--- config.mk ---
export PLATFORM = sky130hd
export DESIGN_NAME = gcd_requester_flat
export DESIGN_NICKNAME = d
export VERILOG_FILES = /design/src/rtl/gcd_requester_if.sv /design/src/rtl/gcd_requester.sv /design/src/flat_wrapper.sv
export SDC_FILE = /design/constraint.sdc
export NUM_CORES = 1
export LEC_CHECK = 0
export ABC_CLOCK_PERIOD_IN_PS = 4100
export BUFFER_PORTS_ARGS = -buffer_cell sky130_fd_sc_hd__buf_2
export CORE_MARGIN = 2
export CORE_UTILIZATION = 55
export CTS_CLUSTER_SIZE = 10
export DETAILED_ROUTE_END_ITERATION = 8
export HOLD_SLACK_MARGIN = 0.08
export PLACE_DENSITY = 0.86
export SLEW_MARGIN = 20
export SYNTH_ARGS = -nofsm -noshare
export SYNTH_HDL_FRONTEND = slang
export SYNTH_SLANG_ARGS = --single-unit
--- constraint.sdc ---
create_clock -name clk -period 4.1 [get_ports clk]
set_input_delay 0.615 -clock clk [delete_from_list [all_inputs] [get_ports clk]]
set_output_delay 0.615 -clock clk [all_outputs]
set_load 0.01 [all_outputs]
--- src/rtl/gcd_requester_if.sv ---
// Request/response streams and GCD core load interface for gcd_requester.
// master: the requesting environment plus the core it drives.
// slave: the gcd_requester front end itself.
interface gcd_requester_if #(
  parameter int XLEN = 16,
  parameter int CYCW = 8
);
  logic            req_valid_i;
  logic            req_ready_o;
  logic [XLEN-1:0] req_a_i;
  logic [XLEN-1:0] req_b_i;
  logic            resp_valid_o;
  logic            resp_ready_i;
  logic [XLEN-1:0] resp_gcd_o;
  logic            resp_err_o;
  logic [CYCW-1:0] resp_cycles_o;
  logic            core_ld_o;
  logic [XLEN-1:0] core_a_o;
  logic [XLEN-1:0] core_b_o;
  logic            core_clr_o;
  logic            core_done_i;
  logic [XLEN-1:0] core_gcd_i;

  modport master (
    output req_valid_i, req_a_i, req_b_i, resp_ready_i, core_done_i, core_gcd_i,
    input  req_ready_o, resp_valid_o, resp_gcd_o, resp_err_o, resp_cycles_o,
           core_ld_o, core_a_o, core_b_o, core_clr_o
  );

  modport slave (
    input  req_valid_i, req_a_i, req_b_i, resp_ready_i, core_done_i, core_gcd_i,
    output req_ready_o, resp_valid_o, resp_gcd_o, resp_err_o, resp_cycles_o,
           core_ld_o, core_a_o, core_b_o, core_clr_o
  );
endinterface

--- src/rtl/gcd_requester.sv ---
// Initiator-side front end for the GCD core: accepts operand pairs,
// short-circuits zero operands, loads the core, waits for DONE with a
// timeout, and returns gcd/err/cycle-count on a response stream.
module gcd_requester #(
  parameter int XLEN    = 16,
  parameter int TIMEOUT = 255,
  parameter int CYCW    = 8
) (
  input  logic            clk,
  input  logic            resetn,
  gcd_requester_if.slave  bus
);

  typedef enum logic [1:0] {IDLE, ISSUE, WAIT, RESP} state_t;

  localparam logic [CYCW-1:0] TO = CYCW'(TIMEOUT);

  state_t          state_q, state_d;
  logic [XLEN-1:0] a_q, a_d, b_q, b_d;
  logic [XLEN-1:0] gcd_q, gcd_d;
  logic            err_q, err_d;
  logic            clr_q, clr_d;
  logic [CYCW-1:0] cyc_q, cyc_d;
  logic [CYCW-1:0] cnt_q, cnt_d;
  logic [CYCW-1:0] cnt_inc;

  // Saturating increment; the reported cycle count is the number of WAIT
  // cycles consumed including the one in which done/timeout is decided.
  assign cnt_inc = (cnt_q == '1) ? cnt_q : cnt_q + 1'b1;

  // State and datapath registers.
  always_ff @(posedge clk or negedge resetn) begin
    if (!resetn) begin
      state_q <= IDLE;
      a_q     <= '0;
      b_q     <= '0;
      gcd_q   <= '0;
      err_q   <= 1'b0;
      clr_q   <= 1'b0;
      cyc_q   <= '0;
      cnt_q   <= '0;
    end else begin
      state_q <= state_d;
      a_q     <= a_d;
      b_q     <= b_d;
      gcd_q   <= gcd_d;
      err_q   <= err_d;
      clr_q   <= clr_d;
      cyc_q   <= cyc_d;
      cnt_q   <= cnt_d;
    end
  end

  // Next-state and register-update logic.
  always_comb begin
    state_d = state_q;
    a_d     = a_q;
    b_d     = b_q;
    gcd_d   = gcd_q;
    err_d   = err_q;
    cyc_d   = cyc_q;
    cnt_d   = cnt_q;
    clr_d   = 1'b0;
    unique case (state_q)
      IDLE: begin
        if (bus.req_valid_i) begin
          if (bus.req_a_i == '0 && bus.req_b_i == '0) begin
            gcd_d   = '0;
            err_d   = 1'b1;
            cyc_d   = '0;
            state_d = RESP;
          end else if (bus.req_a_i == '0) begin
            gcd_d   = bus.req_b_i;
            err_d   = 1'b0;
            cyc_d   = '0;
            state_d = RESP;
          end else if (bus.req_b_i == '0) begin
            gcd_d   = bus.req_a_i;
            err_d   = 1'b0;
            cyc_d   = '0;
            state_d = RESP;
          end else begin
            a_d     = bus.req_a_i;
            b_d     = bus.req_b_i;
            state_d = ISSUE;
          end
        end
      end
      ISSUE: begin
        cnt_d   = '0;
        state_d = WAIT;
      end
      WAIT: begin
        cnt_d = cnt_inc;
        if (bus.core_done_i) begin
          gcd_d   = bus.core_gcd_i;
          err_d   = 1'b0;
          cyc_d   = cnt_inc;
          state_d = RESP;
        end else if (cnt_inc == TO) begin
          gcd_d   = '0;
          err_d   = 1'b1;
          cyc_d   = TO;
          clr_d   = 1'b1;
          state_d = RESP;
        end
      end
      RESP: begin
        if (bus.resp_ready_i) state_d = IDLE;
      end
      default: state_d = IDLE;
    endcase
  end

  assign bus.req_ready_o   = (state_q == IDLE);
  assign bus.resp_valid_o  = (state_q == RESP);
  assign bus.resp_gcd_o    = gcd_q;
  assign bus.resp_err_o    = err_q;
  assign bus.resp_cycles_o = cyc_q;
  assign bus.core_ld_o     = (state_q == ISSUE);
  assign bus.core_a_o      = a_q;
  assign bus.core_b_o      = b_q;
  assign bus.core_clr_o    = clr_q;

endmodule

--- src/flat_wrapper.sv ---
// flat-port wrapper written by rule: the top's interface ports become plain ports
module gcd_requester_flat 
#(
  parameter int XLEN    = 16,
  parameter int TIMEOUT = 255,
  parameter int CYCW    = 8
)
  (clk, resetn, bus_req_valid_i, bus_req_a_i, bus_req_b_i, bus_resp_ready_i, bus_core_done_i, bus_core_gcd_i, bus_req_ready_o, bus_resp_valid_o, bus_resp_gcd_o, bus_resp_err_o, bus_resp_cycles_o, bus_core_ld_o, bus_core_a_o, bus_core_b_o, bus_core_clr_o);
  gcd_requester_if #(.XLEN(XLEN), .CYCW(CYCW)) bus_i ();
  input  logic clk;
  input  logic resetn;
  input wire logic [$bits(bus_i.req_valid_i)-1:0] bus_req_valid_i;
  input wire logic [$bits(bus_i.req_a_i)-1:0] bus_req_a_i;
  input wire logic [$bits(bus_i.req_b_i)-1:0] bus_req_b_i;
  input wire logic [$bits(bus_i.resp_ready_i)-1:0] bus_resp_ready_i;
  input wire logic [$bits(bus_i.core_done_i)-1:0] bus_core_done_i;
  input wire logic [$bits(bus_i.core_gcd_i)-1:0] bus_core_gcd_i;
  output wire logic [$bits(bus_i.req_ready_o)-1:0] bus_req_ready_o;
  output wire logic [$bits(bus_i.resp_valid_o)-1:0] bus_resp_valid_o;
  output wire logic [$bits(bus_i.resp_gcd_o)-1:0] bus_resp_gcd_o;
  output wire logic [$bits(bus_i.resp_err_o)-1:0] bus_resp_err_o;
  output wire logic [$bits(bus_i.resp_cycles_o)-1:0] bus_resp_cycles_o;
  output wire logic [$bits(bus_i.core_ld_o)-1:0] bus_core_ld_o;
  output wire logic [$bits(bus_i.core_a_o)-1:0] bus_core_a_o;
  output wire logic [$bits(bus_i.core_b_o)-1:0] bus_core_b_o;
  output wire logic [$bits(bus_i.core_clr_o)-1:0] bus_core_clr_o;
  assign bus_i.req_valid_i = bus_req_valid_i;
  assign bus_i.req_a_i = bus_req_a_i;
  assign bus_i.req_b_i = bus_req_b_i;
  assign bus_i.resp_ready_i = bus_resp_ready_i;
  assign bus_i.core_done_i = bus_core_done_i;
  assign bus_i.core_gcd_i = bus_core_gcd_i;
  assign bus_req_ready_o = bus_i.req_ready_o;
  assign bus_resp_valid_o = bus_i.resp_valid_o;
  assign bus_resp_gcd_o = bus_i.resp_gcd_o;
  assign bus_resp_err_o = bus_i.resp_err_o;
  assign bus_resp_cycles_o = bus_i.resp_cycles_o;
  assign bus_core_ld_o = bus_i.core_ld_o;
  assign bus_core_a_o = bus_i.core_a_o;
  assign bus_core_b_o = bus_i.core_b_o;
  assign bus_core_clr_o = bus_i.core_clr_o;
  gcd_requester #(.XLEN(XLEN), .TIMEOUT(TIMEOUT), .CYCW(CYCW)) u_core (.clk(clk), .resetn(resetn), .bus(bus_i));
endmodule
==> flow_summary.toml, run 1 <==
[status]
status = "complete, no violations"

[yosys]
yosys-top-cells-area = "dfrtp_1 49%, mux2_2 12%, mux2_4 7.4%"
synth-edff-count = 0
ys_types = 43
avgSynthCellArea_um2 = 11.22
syn_inst = 307
syn-num-nets = 365
syn-cell-area_um2 = 3446
synth_ff_type = "dfrtp_1"
ys_ff_latch = 68
synth.top_cell.area_share_pct = 49.38
synth_warnings = 0
synth_area_leader_cell = "dfrtp_1"
ys_seq_area_share_pct = 49.38
async_reset_ff_share_pct = 100.0

[run]
max_cap_violations = 0

[global_routing]
grt_pass1_wl_um = 14220
grt_pass1_vias = 2821
gr-total-overflow = 0
grt_antenna_before_repair = 0
grt_max_degree = 40
grtUsageTotal_pct = 26.15

[placement]
dp_hpwl_um = 6557
dp.cells = 483
gp_congestion = 0.9409
port_buffers = 113

[route]
wl_um = 8775
vias = 2893
wl_met2_um = 3926
first_pass_iters = 4
wl_per_cell_um = 17.62
via_per_inst = 5.809
antenna_left = 0
route.detailed.drc = 0
m1WireLength_um = 4031
initialDrtViolationCount = 272
wl_met3_um = 600
highest_layer = "met4"

[worst_setup_path]
slowest_stage = "dfrtp_1"
r2r_setup_slack_ns = 1.46
timing.critical_path.buf_inv = 1
end_kind = "register"
cpMostUsedCell = "o21ai_2"
worst-path-max-fanout = 24
critPathRequiredTime_ns = 4.33
path_cells = "ha_1, nand3_2, o311a_1, o21ai_2, o21ai_2, nand2b_1, buf_4, mux2_2"
cp.arrival_ns = 2.87
crit_family = "compound AO/OA/AOI/OAI gates"
start_kind = "register"
setup.worst_path.class = "register to register"
slowest_delay_ns = 0.47

[sta]
slew_violations = 0
hold_viol = 0
grt_setup_unrepaired = "false"
fin_crit_sh_pct = 64.37
fin_skew_ns = 0.007694
setup_tns_ns = 0
setup_viol = 0
max_freq_mhz = 378.9
fin_crit_ns = 2.639
tightest_slew_ns = 0.7023
timing.slew.headroom_pct = 53.04

[floorplan]
die_w_um = 83.15
die_h_um = 83.15
rows = 28
start_util_pct = 57.52
ioPinCount = 114
dieArea_um2 = 6914
core_um2 = 5991

[cts]
holdBufCountCts = 0
clk_pin_slew_ns = 0.08
cts_root_buf = "clkbuf_8"
post_cts_buffers = 0
clock_latency_ns = 0.35
cts.path.max_buffers = 2
cts.sinks = 68
h-tree-depth = 3
cts_resized = 0
numCtsBuffers = 9
cts_tree = "yes"

[power]
vdd_drop_max_mv = 0.4166
powerDensity_nw_per_um2 = 738.7
power_leakage_uw = 0.002034

[layout]
antennaDiodeCount = 0
fillers = 449
finalNonFillerCells = 498
layout-drive-gt1-share_pct = 45.63
nets = 477
area_growth_syn_to_layout_pct = 21.79

[hold_path]
min_path_type = "input port to async pin"
layout make-up:
type | instances | area [µm²] | area share (%)
sequential | 68 | 1702 | 40.55
clock buffer | 9 | 123.9 | 2.952
inverter | 11 | 41.29 | 0.9839
timing repair buffer | 117 | 595.6 | 14.19
clock inverter | 6 | 41.29 | 0.9839
tap | 75 | 93.84 | 2.236
multi-input combinational | 212 | 1599 | 38.10
cells by family after synthesis:
group	after synthesis	share of synthesized area, %
fa+ha+maj	5	1.816
buf+inv	27	4.212
mux	59	20.95
compound gates	74	12.02
flops	68	49.38
simple gates	73	11.37
xor+xnor	1	0.2542
cell usage in the layout, fill, tap and decap left out, drive strengths merged, types with 3 or more instances in the layout:
| cell | synthesis | final |
|---|---|---|
| a21oi | 34 | 34 |
| and3 | 5 | 5 |
| buf | 8 | 117 |
| clkbuf | 8 | 9 |
| clkinvlp | 0 | 3 |
| dfrtp | 68 | 68 |
| ha | 5 | 5 |
| inv | 11 | 12 |
| mux2 | 54 | 54 |
| mux2i | 5 | 5 |
| nand2 | 27 | 27 |
| nand3 | 3 | 3 |
| nand4 | 5 | 5 |
| nor2 | 8 | 8 |
| nor3 | 4 | 4 |
| nor4 | 10 | 10 |
| o211ai | 3 | 3 |
| o21ai | 28 | 28 |
path summary, 6_finish.rpt:
check / endpoint / cells past startpoint / start
hold reg to reg: u_core.bus.resp_cycles_o[6]$_DFFE_PN0P_ / 1 / u_core.bus.resp_cycles_o[6]$_DFFE_PN0P_
setup reg to reg: u_core.bus.resp_gcd_o[15]$_DFFE_PN0P_ / 8 / u_core.cnt_q[1]$_DFFE_PN0P_
hold / removal: u_core.bus.core_b_o[0]$_DFFE_PN0P_ / 1 / resetn
setup / recovery: u_core.bus.resp_gcd_o[15]$_DFFE_PN0P_ / 8 / u_core.cnt_q[1]$_DFFE_PN0P_
max in group asynchronous: u_core.bus.resp_gcd_o[15]$_DFFE_PN0P_ / 2 / resetn
min in group clk: u_core.bus.resp_cycles_o[6]$_DFFE_PN0P_ / 1 / u_core.bus.resp_cycles_o[6]$_DFFE_PN0P_
synth_stat cells, drive strengths merged (2+ instances only):
| master | instances |
|---|---|
| a21oi | 34 |
| and2 | 2 |
| and3 | 5 |
| and4 | 2 |
| buf | 8 |
| clkbuf | 8 |
| dfrtp | 68 |
| ha | 5 |
| inv | 11 |
| mux2 | 54 |
| mux2i | 5 |
| nand2 | 27 |
| nand2b | 2 |
| nand3 | 3 |
| nand4 | 5 |
| nor2 | 8 |
| nor2b | 2 |
| nor3 | 4 |
| nor4 | 10 |
| o211ai | 3 |
| o21ai | 28 |
| o22ai | 2 |
| o32a | 2 |
metal layers:
layer  track usage [%]  vias to the layer above
met2             38.12                      129
met3             5.666                       19
met5                 0                        -
li1                  -                     1334
met1             37.62                     1411
met4             11.62                        0
flip-flops by register name (all words and copies together), names as in the netlist:
signal	cells
u_core.bus.core_clr_o	1
u_core.bus.core_b_o	16
u_core.bus.core_a_o	16
u_core.state_q	2
u_core.bus.resp_gcd_o	16
u_core.bus.resp_err_o	1
u_core.bus.resp_cycles_o	8
u_core.cnt_q	8
report_power, final:
| group | internal, µW | switching, µW | leakage (µW) |
|---|---|---|---|
| Clock | 215 | 264 | 0.0000775 |
| Combinational | 738 | 732 | 0.00111 |
| Sequential | 972 | 178 | 0.000841 |
| Total | 1930 | 1170 | 0.00203 |
metrics by stage:
stage	utilization (%)	cell area [µm²]	hold slack [ns]	setup WS, ns	total power, µW
floorplan	-	3446	0.3194	1.879	2149
global placement	67.29	4031	0.4844	1.356	2567
detailed placement	67.29	4031	0.4885	1.262	2624
CTS	70.05	4197	0.2962	1.492	3108
global route	70.05	4197	0.3241	1.293	3283
finish	70.05	4197	0.2771	1.461	3100
Power figures use the tool's default switching activity.
==> run 2: changes to the inputs <==
Settings changed: ABC_CLOCK_PERIOD_IN_PS 4100 to 2210, CORE_UTILIZATION 55 to 46, PLACE_DENSITY 0.86 to 0.77.
Clock period 4.1 ns to 2.21 ns, I/O delays scaled along.
==> run 2 against run 1 <==
Effect of this change: highest routed layer unchanged; maximum frequency increased by 25%; global-route usage decreased by 3.2 points; utilization decreased by 7.8 points; worst hold slack got worse by 0.036 ns; register-to-register slack got worse by 1.4 ns.
==> flow_summary.toml, run 2 (same netlist as run 1, synthesis figures left out) <==
[status]
status = "complete, no violations"

[worst_setup_path]
slowest_delay_ns = 0.40
start_kind = "register"
path_cells = "ha_4, nand3_2, buf_4, o21ai_0, mux2i_1, o21ai_2, nand2b_4, clkbuf_16, mux2_4"
setup.worst_path.class = "register to register"
end_kind = "register"
cp.arrival_ns = 2.35
critPathRequiredTime_ns = 2.44
worst-path-max-fanout = 12
slowest_stage = "dfrtp_1"

[global_routing]
gr-total-overflow = 0
grt_pass1_wl_um = 14840
grt_max_degree = 69
grt_pass1_vias = 2959
grt_antenna_before_repair = 0
grtUsageTotal_pct = 22.96

[sta]
setup_tns_ns = 0
timing.slew.headroom_pct = 64.14
hold_viol = 0
setup_viol = 0
fin_crit_sh_pct = 95.76
max_freq_mhz = 472.5
tightest_slew_ns = 0.5380
fin_skew_ns = 0.01607
slew_violations = 0
setup_ws_ns = 0.09368
fin_crit_ns = 2.116

[layout]
layout-drive-gt1-share_pct = 48.31
area_growth_syn_to_layout_pct = 30.97
multi_input_area_um2 = 1628
regArea_um2 = 1702
fillers = 632
nets = 496
layout_commonest_cell = "buf_2"
antennaDiodeCount = 0
layout_common_cells = "113 x buf_2, 68 x dfrtp_1, 37 x mux2_2"

[route]
wl_um = 9275
antenna_left = 0
route.detailed.drc = 0
wl_per_cell_um = 17.11
via_per_inst = 5.434
vias = 2945
first_pass_iters = 5
initialDrtViolationCount = 206

[floorplan]
dieArea_um2 = 8199
die_h_um = 90.55
die_w_um = 90.55
rows = 31
core_um2 = 7253
start_util_pct = 47.51
ioPinCount = 114

[run]
max_cap_violations = 0

[placement]
port_buffers = 113
pre_cts_ws_ns = 0.01366
gp_congestion = 0.8602
dp_hpwl_um = 6721

[power]
seq_power_share_pct = 33.7
powerDensity_nw_per_um2 = 1383
vdd_drop_max_mv = 0.6194
swShare_pct = 36.22
internal_power_uw = 3982
power_leakage_uw = 0.002206
p_sw_uw = 2261
pwr-share-comb_pct = 47.7
power_frac_clock_pct = 18.6

[cts]
cts.path.max_buffers = 2
clk_pin_slew_ns = 0.08
cts.sinks = 68
h-tree-depth = 3
cts_tree = "yes"
numCtsBuffers = 9
clock_latency_ns = 0.35
cts_root_buf = "clkbuf_8"
post_cts_buffers = 0

[hold_path]
min_path_type = "input port to register"
run 2: changes by cell type in the layout (fill, tap and decap cells not counted), sizes merged:
| cell | before | now |
|---|---|---|
| clkbuf | 9 | 10 |
| clkinvlp | 3 | 1 |
| clkinv | 2 | 3 |
| dlygate4sd3 | 0 | 1 |
| bufinv | 0 | 2 |
| buf | 117 | 134 |
run 2: layout make-up:
type | count | share of cell area, %
sequential | 68 | 37.70
tap | 99 | 2.745
multi-input combinational | 212 | 36.07
clock buffer | 9 | 2.745
inverter | 11 | 0.9149
clock inverter | 7 | 2.190
timing repair buffer | 136 | 17.63
run 2: repair_timing:
action                                 4_1_cts  5_1_grt
hold buffers                                 1        0
endpoints found under the hold margin       68        0
setup endpoints to repair                    0       22
resized for setup                            0        4
run 2: worst paths after layout:
check	startpoint	endpoint	slack, ns	cells after the start
setup / recovery	u_core.cnt_q[0]$_DFFE_PN0P_	u_core.bus.resp_gcd_o[14]$_DFFE_PN0P_	0.09	9
hold / removal	bus_req_b_i[9]	u_core.bus.core_b_o[9]$_DFFE_PN0P_	0.24	2
setup reg to reg	u_core.cnt_q[0]$_DFFE_PN0P_	u_core.bus.resp_gcd_o[14]$_DFFE_PN0P_	0.09	9
hold reg to reg	u_core.bus.core_a_o[5]$_DFFE_PN0P_	u_core.bus.core_a_o[5]$_DFFE_PN0P_	0.51	1
max in group asynchronous	resetn	u_core.bus.core_clr_o$_DFF_PN0_	1.36	3
min in group asynchronous	resetn	u_core.bus.core_a_o[1]$_DFFE_PN0P_	0.52	3
run 2: layer usage:
| layer | global-route usage (%) | part of all wire [%] |
|---|---|---|
| met5 | 0 | 0 |
| met4 | 9.487 | 2.4 |
| met3 | 5.509 | 5.7 |
| met2 | 32.84 | 44 |
| met1 | 33.39 | 47 |
run 2: power by group through the flow:
stage	registers (µW)	clock network, µW	logic (µW)
finish	2100	1160	2980
global route	2160	1220	3230
CTS	2090	1160	2910
detailed placement	2110	0	2890
global placement	2090	0	2810
floorplan	2350	0	1640
run 2: stage by stage:
step | power [µW] | util (%) | instance area, µm² | instances | hold WS, ns
after global routing | 6615 | 62.22 | 4513 | 542 | 0.2253
final | 6242 | 62.22 | 4513 | 542 | 0.2416
after floorplan | 3990 | - | 3448 | 307 | 0.03591
after detailed placement | 5000 | 58.31 | 4229 | 524 | 0.3814
after CTS | 6165 | 61.51 | 4462 | 541 | 0.2317
after global placement | 4901 | 58.31 | 4229 | 524 | 0.3765
run 2: worst max-delay path, delay by kind of cell, from the launching register on:
kind / cells / cell delay (ns)
DFF: 1 / 0.40
muxes: 2 / 0.45
and+or+nand+nor: 2 / 0.19
buffers and inverters: 2 / 0.36
AOI/OAI and AO/OA: 2 / 0.42
adders and majority gates: 1 / 0.20
